`src/rtl/ps2_pkg.sv`:
```
// Shared PS/2 definitions: transmit FSM states, default 2.08 MHz timing, parity helper.
package ps2_pkg;

  typedef enum logic [2:0] {
    ST_IDLE      = 3'd0,
    ST_INHIBIT   = 3'd1,
    ST_START     = 3'd2,
    ST_DATA      = 3'd3,
    ST_ACK       = 3'd4,
    ST_WAIT_IDLE = 3'd5
  } ps2_state_e;

  localparam int unsigned DEF_INHIBIT_CYCLES    = 208;
  localparam int unsigned DEF_START_HOLD_CYCLES = 42;
  localparam int unsigned DEF_TIMEOUT_CYCLES    = 31200;

  localparam int unsigned FRAME_W  = 10;
  localparam logic [3:0]  STOP_IDX = 4'd9;

  function automatic logic odd_parity(input logic [7:0] b);
    return ~^b;
  endfunction

endpackage

```
`src/rtl/ps2_edge_sync.sv`:
```
// Two-flop synchronizer for the PS/2 clock and data lines with a falling-edge pulse on clock.
module ps2_edge_sync (
  input  logic clk,
  input  logic reset_n,
  input  logic ps2_clk_in,
  input  logic ps2_data_in,
  output logic clk_sync,
  output logic data_sync,
  output logic fall
);

  logic clk_p0, clk_p1, clk_p2;
  logic data_p0, data_p1;

  // Lines idle high, so reset to 1 to avoid a false edge after reset.
  always_ff @(posedge clk or negedge reset_n) begin
    if (!reset_n) begin
      clk_p0  <= 1'b1;
      clk_p1  <= 1'b1;
      clk_p2  <= 1'b1;
      data_p0 <= 1'b1;
      data_p1 <= 1'b1;
    end else begin
      clk_p0  <= ps2_clk_in;
      clk_p1  <= clk_p0;
      clk_p2  <= clk_p1;
      data_p0 <= ps2_data_in;
      data_p1 <= data_p0;
    end
  end

  assign clk_sync  = clk_p1;
  assign data_sync = data_p1;
  assign fall      = clk_p2 & ~clk_p1;

endmodule

```
`src/rtl/ps2_host_tx.sv`:
```
// Host-to-device PS/2 transmitter: inhibit, request-to-send, clocked-out frame, ack check.
module ps2_host_tx
  import ps2_pkg::*;
#(
  parameter int unsigned INHIBIT_CYCLES    = DEF_INHIBIT_CYCLES,
  parameter int unsigned START_HOLD_CYCLES = DEF_START_HOLD_CYCLES,
  parameter int unsigned TIMEOUT_CYCLES    = DEF_TIMEOUT_CYCLES
) (
  input  logic       clk,
  input  logic       reset_n,
  input  logic [7:0] tx_data,
  input  logic       tx_valid,
  output logic       tx_ready,
  input  logic       ps2_clk_in,
  input  logic       ps2_data_in,
  output logic       ps2_clk_oe,
  output logic       ps2_data_oe,
  output logic       done,
  output logic       ack_ok,
  output logic       err
);

  localparam int CNT_W = $clog2(TIMEOUT_CYCLES + 1);
  localparam logic [CNT_W-1:0] INH_LAST  = CNT_W'(INHIBIT_CYCLES - 1);
  localparam logic [CNT_W-1:0] HOLD_LAST = CNT_W'(START_HOLD_CYCLES - 1);
  localparam logic [CNT_W-1:0] TO_LAST   = CNT_W'(TIMEOUT_CYCLES - 1);

  ps2_state_e          state;
  logic [CNT_W-1:0]    cnt;
  logic [3:0]          idx;
  logic [FRAME_W-1:0]  frame;
  logic                data_bit;
  logic                clk_sync, data_sync, fall;
  logic                accept, timed_out, lines_idle;

  ps2_edge_sync u_sync (
    .clk         (clk),
    .reset_n     (reset_n),
    .ps2_clk_in  (ps2_clk_in),
    .ps2_data_in (ps2_data_in),
    .clk_sync    (clk_sync),
    .data_sync   (data_sync),
    .fall        (fall)
  );

  // tx_ready also drops during the done pulse so a new request waits one cycle.
  assign tx_ready   = (state == ST_IDLE) && !done;
  assign accept     = tx_valid && tx_ready;
  assign timed_out  = (cnt == TO_LAST) && !fall;
  assign lines_idle = clk_sync && data_sync;

  // Line drivers depend only on state so an asynchronous reset releases them at once.
  assign ps2_clk_oe  = (state == ST_INHIBIT) || (state == ST_START);
  assign ps2_data_oe = (state == ST_START) || ((state == ST_DATA) && data_bit);

  always_ff @(posedge clk) begin
    if (accept) frame <= {1'b1, odd_parity(tx_data), tx_data};
  end

  always_ff @(posedge clk or negedge reset_n) begin
    if (!reset_n) begin
      state    <= ST_IDLE;
      cnt      <= '0;
      idx      <= '0;
      data_bit <= 1'b0;
      done     <= 1'b0;
      ack_ok   <= 1'b0;
      err      <= 1'b0;
    end else begin
      done <= 1'b0;
      case (state)
        ST_IDLE: begin
          if (accept) begin
            state  <= ST_INHIBIT;
            cnt    <= '0;
            ack_ok <= 1'b0;
            err    <= 1'b0;
          end
        end
        ST_INHIBIT: begin
          if (cnt == INH_LAST) begin
            state <= ST_START;
            cnt   <= '0;
          end else begin
            cnt <= cnt + 1'b1;
          end
        end
        ST_START: begin
          if (cnt == HOLD_LAST) begin
            state    <= ST_DATA;
            cnt      <= '0;
            idx      <= '0;
            data_bit <= 1'b1;
          end else begin
            cnt <= cnt + 1'b1;
          end
        end
        ST_DATA: begin
          if (fall) begin
            cnt <= '0;
            if (idx == STOP_IDX) begin
              data_bit <= 1'b0;
              state    <= ST_ACK;
            end else begin
              data_bit <= ~frame[idx];
              idx      <= idx + 4'd1;
            end
          end else if (timed_out) begin
            state    <= ST_IDLE;
            data_bit <= 1'b0;
            done     <= 1'b1;
            err      <= 1'b1;
            ack_ok   <= 1'b0;
          end else begin
            cnt <= cnt + 1'b1;
          end
        end
        ST_ACK: begin
          if (fall) begin
            cnt    <= '0;
            ack_ok <= ~data_sync;
            err    <= data_sync;
            state  <= ST_WAIT_IDLE;
          end else if (timed_out) begin
            state  <= ST_IDLE;
            done   <= 1'b1;
            err    <= 1'b1;
            ack_ok <= 1'b0;
          end else begin
            cnt <= cnt + 1'b1;
          end
        end
        ST_WAIT_IDLE: begin
          if (lines_idle) begin
            state <= ST_IDLE;
            done  <= 1'b1;
          end else if (fall) begin
            cnt <= '0;
          end else if (timed_out) begin
            state  <= ST_IDLE;
            done   <= 1'b1;
            err    <= 1'b1;
            ack_ok <= 1'b0;
          end else begin
            cnt <= cnt + 1'b1;
          end
        end
        default: state <= ST_IDLE;
      endcase
    end
  end

endmodule

```
`config.mk`:
```
export PLATFORM = sky130hd
export DESIGN_NAME = ps2_host_tx
export DESIGN_NICKNAME = d
export VERILOG_FILES = /design/src/rtl/ps2_pkg.sv /design/src/rtl/ps2_edge_sync.sv /design/src/rtl/ps2_host_tx.sv
export SDC_FILE = /design/constraint.sdc
export NUM_CORES = 1
export LEC_CHECK = 0
export CAP_MARGIN = 20
export CORE_ASPECT_RATIO = 2
export CORE_MARGIN = 1
export CORE_UTILIZATION = 40
export DETAILED_ROUTE_END_ITERATION = 7
export HOLD_SLACK_MARGIN = 0.05
export PLACE_DENSITY = 0.64
export SLEW_MARGIN = 20
export SYNTH_ARGS = -nofsm -noshare
export SYNTH_HDL_FRONTEND = slang
export SYNTH_SLANG_ARGS = --single-unit
```
`constraint.sdc`:
```
create_clock -name clk -period 2.7 [get_ports clk]
set_input_delay 0.54 -clock clk [delete_from_list [all_inputs] [get_ports clk]]
set_output_delay 0.54 -clock clk [all_outputs]
set_load 0.01 [all_outputs]
```
==> results_dict.tcl, run 1 <==
set metrics [dict create \
    status "finished, final reports clean" \
    postCtsHoldBufs 0 \
    avgRoutedWirePerCell_um 17.5 \
    nNetsFinal 282 \
    path_buf_inv 1 \
    dp_hpwl_mm 4.28 \
    yosysUniqueCellTypes 63 \
    total_power_mw 2.50 \
    syn_inst 244 \
    synth-adder-area-share_pct 2.14 \
    worst_clock_skew_ns 0.00436 \
    wirelength_mm 5.72 \
    worstHoldPathType "reg -> reg" \
    final.period_utilization_pct 92.0 \
    crit_path_cell_trace "or3_1 > nor2_1 > clkdlybuf4s50_1" \
    slowest_delay_ns 0.54 \
    grt_pass1_vias 2047 \
    fmax_ghz 0.403 \
    regArea_um2 1050 \
    cts_inserted_buffers 5 \
    finalCriticalPeriod_ns 2.48 \
    ant_nets 0 \
    cts-root-buf "clkbuf_16" \
    timing.hold.ws_ns 0.355 \
    rsz0062_at_grt "no" \
    cts_tree "yes" \
    antenna_found_initial 0 \
    cp.arrival_ns 1.94 \
    post_route_cells_drive_above_1_share_pct 10.5 \
    hold_violations 0 \
    syn_nets 261 \
    grt_start_max_net_pins 32 \
    syn-mean-instance-area_um2 9.56 \
    clkLatencyLatePin_ns 0.29 \
    core-area_um2 5660 \
    max-vdd-ir-drop_v 0.000758 \
    startpoint_type "register" \
    crit_fanout 13 \
    ys_seq_area_share_pct 45.1 \
    r2r_setup_slack_ns 0.51 \
    synth_xor_area_share_pct 4.13 \
    setup_viol 0 \
    clock-sinks 40 \
    htree_levels 2 \
    vias_per_cell 5.98 \
    drt-initial-drc-count 68 \
    synth_top_family_by_area "simple AND/OR/NAND/NOR gates" \
    nFillCells 549 \
    vias 1957 \
    synth_mux_area_share_pct 2.31 \
    dr.pass1.iters 4 \
    tightest_slew_ns 0.611 \
    dieArea_um2 6160 \
    multi_input_area_um2 1210 \
    cp_top_family "simple AND/OR/NAND/NOR gates" \
    crit_slowest_cell "clkdlybuf4s50_1" \
    die_x_um 56.0 \
    leakage_nw 1.07 \
    area_growth_pct 16.7 \
    cap_violations 0 \
    report.final.slew_viol_count 0 \
    clk_path_buf_depth 2 \
    io_buffer_count 18 \
    async_reset_ff_share_pct 77.5 \
    required_ns 2.16 \
    synth_seq_cells 40 \
    layout_commonest_cell "dfrtp_1" \
    crit_type "reg -> out" \
    grtUsageTotal_pct 20.9 \
    final_cell_mix "26 x dfrtp_1, 24 x nor2_1, 23 x nand2_1" \
    place.gp.congestion 0.938 \
    clk_pin_slew_ns 0.06 \
    cp-end-kind "primary output" \
    cellPowerDensity_nw_per_um2 918 \
    finalSetupTns_ns 0 \
    cts_setup_buffers 0 \
    synth_compound_area_share_pct 19.2 \
    rows 39 \
    synth_area_um2 2330 \
    overflow 0 \
    start_util_pct 41.2 \
    drc 0 \
    cts.repair.resized 0 \
    synth-simple-area-share_pct 23.9 \
    ioPinCount 19 \
    antenna_cells 0 \
    maxSlewHeadroom_pct 58.9 \
    synth-edff-count 9 \
    die_y_um 110 \
    ys.flop_type "dfrtp_1" \
    yosysWarnings 0 \
    grt_pass1_wl_mm 9.66 \
]
[metal layers]
layer	global-route usage [%]	vias up	wire length, um
met2	40.3	48	3290
met5	0	-	0
met1	19.2	942	2000
met3	4.78	18	190
met4	13.1	0	234
li1	-	949	-
[state kept, by name, summed over array words and instances (netlist names), 3 cells and up]
register and count:
state 3, cnt 15, frame 9, idx 4
[through the flow]
stage	utilization [%]	std cells	area [um^2]	setup WS [ns]
floorplan	-	244	2330	0.716
global placement	45.7	319	2590	0.484
detailed placement	45.7	319	2590	0.464
CTS	48.1	327	2720	0.218
global route	48.1	327	2720	0.141
finish	48.1	327	2720	0.217
[layout make-up]
cell class              instances  share of cell area, %
flip-flops and latches         40                   38.6
inverters                       3                  0.413
well taps                      61                   2.80
clock inverters                 1                  0.184
multi-input cells             189                   44.3
repair buffers                 26                   8.82
clock buffers                   7                   4.87
[Yosys cell counts, drive strengths merged, types with 2 or more instances]
cell / count / share of area [%]
nor2: 24 / 3.9
o211ai: 2 / 0.64
o21ai: 20 / 4.5
and4b: 3 / 1.3
inv: 3 / 0.48
nand3: 12 / 2.6
nor3: 4 / 0.86
dfstp: 5 / 5.6
a41oi: 2 / 1.1
and3: 3 / 0.80
clkbuf: 7 / 1.2
xor2: 2 / 0.75
and2: 5 / 1.4
o31ai: 2 / 0.64
nor2b: 7 / 1.9
a21boi: 2 / 0.64
dfrtp: 26 / 28
nor4: 4 / 1.1
a21oi: 11 / 2.4
nand4: 5 / 1.3
mux2i: 2 / 0.86
edfxtp: 9 / 12
a22o: 4 / 1.5
ha: 4 / 2.1
a32oi: 2 / 1.1
nand2b: 6 / 1.6
xnor2: 9 / 3.4
nand2: 23 / 3.7
a31oi: 3 / 0.80
or4: 3 / 0.97
a2bb2oi: 2 / 0.75
buf: 5 / 1.6
[report_power, final]
| part | internal [mW] | total (mW) | switching (mW) |
|---|---|---|---|
| clock network | 0.341 | 0.575 | 0.234 |
| logic | 0.465 | 1.03 | 0.568 |
| registers | 0.723 | 0.891 | 0.168 |
| total | 1.53 | 2.50 | 0.970 |
[final timing paths]
| path | startpoint | endpoint | cells past startpoint |
|---|---|---|---|
| max | state[1] | tx_ready | 3 |
| min | u_sync.data_p0 | u_sync.data_sync | 0 |
| max reg2reg | cnt[0] | cnt[11] | 7 |
| min reg2reg | u_sync.data_p0 | u_sync.data_sync | 0 |
| max in group asynchronous | reset_n | u_sync.data_p0 | 2 |
| min in group asynchronous | reset_n | cnt[2] | 2 |
[cells by family after synthesis]
family | Yosys count
buf+inv | 15
compound gates | 64
xor+xnor | 11
simple gates | 106
fa+ha+maj | 4
flops | 40
mux | 4
Note: power is estimated with default switching activity, not from simulation.
==> run 2: changes to the inputs <==
==> constraint.sdc (replaced) <==
create_clock -name clk -period 2.7 [get_ports clk]
set_input_delay 0.675 -clock clk [delete_from_list [all_inputs] [get_ports clk]]
set_output_delay 0.675 -clock clk [all_outputs]
set_load 0.01 [all_outputs]
==> results_dict.tcl, run 2 (synthesized netlist as in run 1, its figures left out) <==
set metrics [dict create \
    tightest_slew_ns 0.553 \
    dp.cells 320 \
    instances_no_fill 328 \
    crit_path_cell_trace "buf_4 > nand2b_1 > a21oi_1 > clkdlybuf4s50_1" \
    worst_clock_skew_ns 0.00401 \
    drt-initial-drc-count 60 \
    antenna_cells 0 \
    holdPathEnd "u_sync.clk_sync" \
    final.period_utilization_pct 90.3 \
    vias_per_cell 6.09 \
    antenna_found_initial 0 \
    max-vdd-ir-drop_v 0.000604 \
    final_cell_mix "26 x dfrtp_1, 24 x nor2_1, 23 x nand2_1" \
    hold_violations 0 \
    drc 0 \
    cts_setup_buffers 0 \
    cts-root-buf "clkbuf_16" \
    slowest_delay_ns 0.55 \
    layout_commonest_cell "dfrtp_1" \
    grt_start_max_net_pins 32 \
    worstHoldStart "u_sync.clk_p0" \
    setup_viol 0 \
    fmax_ghz 0.410 \
    cp.arrival_ns 1.76 \
    finalSetupTns_ns 0 \
    cellPowerDensity_nw_per_um2 918 \
    startpoint_type "register" \
    clkLatencyLatePin_ns 0.28 \
    timing.hold.ws_ns 0.355 \
    cts_tree "yes" \
    die_y_um 110 \
    start_util_pct 41.2 \
    reg_top3 "cnt (15), frame (9), idx (4)" \
    dp_hpwl_mm 4.20 \
    dieArea_um2 6160 \
    r2r-start "state[0]" \
    place_ws_ns 0.336 \
    clk_path_buf_depth 2 \
    nNetsFinal 283 \
    report.final.slew_viol_count 0 \
    leakage_nw 1.07 \
    worstHoldPathType "reg -> reg" \
    maxSlewHeadroom_pct 62.8 \
    rows 39 \
    grtUsageTotal_pct 20.0 \
    die_x_um 56.0 \
    io_buffer_count 18 \
    place.gp.congestion 0.889 \
    required_ns 2.03 \
    avgRoutedWirePerCell_um 17.1 \
    crit_slowest_cell "clkdlybuf4s50_1" \
    vias 1999 \
    htree_levels 2 \
    clk_pin_slew_ns 0.06 \
    wirelength_mm 5.62 \
    worstReg2RegEnd "cnt[5]" \
    largest_reg_flops 15 \
    post_route_cells_drive_above_1_share_pct 10.9 \
    ff2ff_path_depth 6 \
    r2r_setup_slack_ns 0.51 \
    ioPinCount 19 \
    hold_path_depth 0 \
    crit_fanout 13 \
    crit_type "reg -> out" \
    postCtsHoldBufs 0 \
    status "finished, final reports clean" \
    cp-end-kind "primary output" \
    area_growth_pct 17.2 \
    core-area_um2 5660 \
    overflow 0 \
    grt_pass1_vias 2001 \
    clock-sinks 40 \
    rsz0062_at_grt "no" \
    cts_inserted_buffers 5 \
    top_register "cnt" \
    cap_violations 0 \
    worst_slack_ns 0.261 \
    nFillCells 557 \
    finalCriticalPeriod_ns 2.44 \
    cts.repair.resized 0 \
    grt_pass1_wl_mm 9.34 \
    dr.pass1.iters 4 \
    ant_nets 0 \
]
## run 2: cell count changes in the layout (fill, tap and decap cells not counted)
cell,change
clkinvlp_4,+1
clkinv_1,+1
buf_4,+1
clkbuf_1,-1
clkinv_2,-1
## run 2: power by group
part / switching [mW] / leakage [nW] / total, mW / internal (mW)
Clock: 0.235 / 0.0645 / 0.574 / 0.339
Combinational: 0.618 / 0.532 / 1.09 / 0.471
Sequential: 0.124 / 0.475 / 0.848 / 0.723
## run 2: routing by layer
layer | part of all wire [%] | up-vias | wire (um) | track usage (%)
met1 | 36 | 963 | 2050 | 18.9
met3 | 3.1 | 21 | 172 | 4.08
met5 | 0 | - | 0 | 0
met2 | 55 | 69 | 3090 | 37.8
li1 | - | 946 | - | -
met4 | 5.5 | 0 | 309 | 13.8
## run 2: layout make-up
cell class                      instances  area, um^2  area share, %
Clock buffer                            6         129           4.71
Clock inverter                          2        11.3          0.412
Inverter                                3        11.3          0.412
Multi-Input combinational cell        189        1210           44.1
Sequential cell                        40        1050           38.5
Tap cell                               61        76.3           2.79
Timing Repair Buffer                   27         248           9.06
## run 2: worst max path at each step
stage                   from          end  slack, ns
floorplan             cnt[0]       cnt[5]       0.72
global placement    tx_valid       cnt[5]       0.35
detailed placement  tx_valid       cnt[5]       0.34
CTS                 state[2]  ps2_data_oe       0.25
global route        state[2]  ps2_data_oe       0.18
finish              state[2]  ps2_data_oe       0.26
## run 2: metrics by stage
stage                     area [um^2]  power (mW)  utilization, %
after global placement           2590        1.93            45.8
final                            2730        2.51            48.3
after CTS                        2730        2.52            48.3
after global routing             2730        2.68            48.3
after floorplan                  2330        1.62               -
after detailed placement         2590        1.94            45.8
## run 2: worst max-delay path: cells and delay by family, from the launching register on
kind / cells / cell delay (ns)
buffers and inverters: 2 / 0.73
AND/OR/NAND/NOR: 1 / 0.23
flip-flops: 1 / 0.37
AO/OA/AOI/OAI: 1 / 0.16
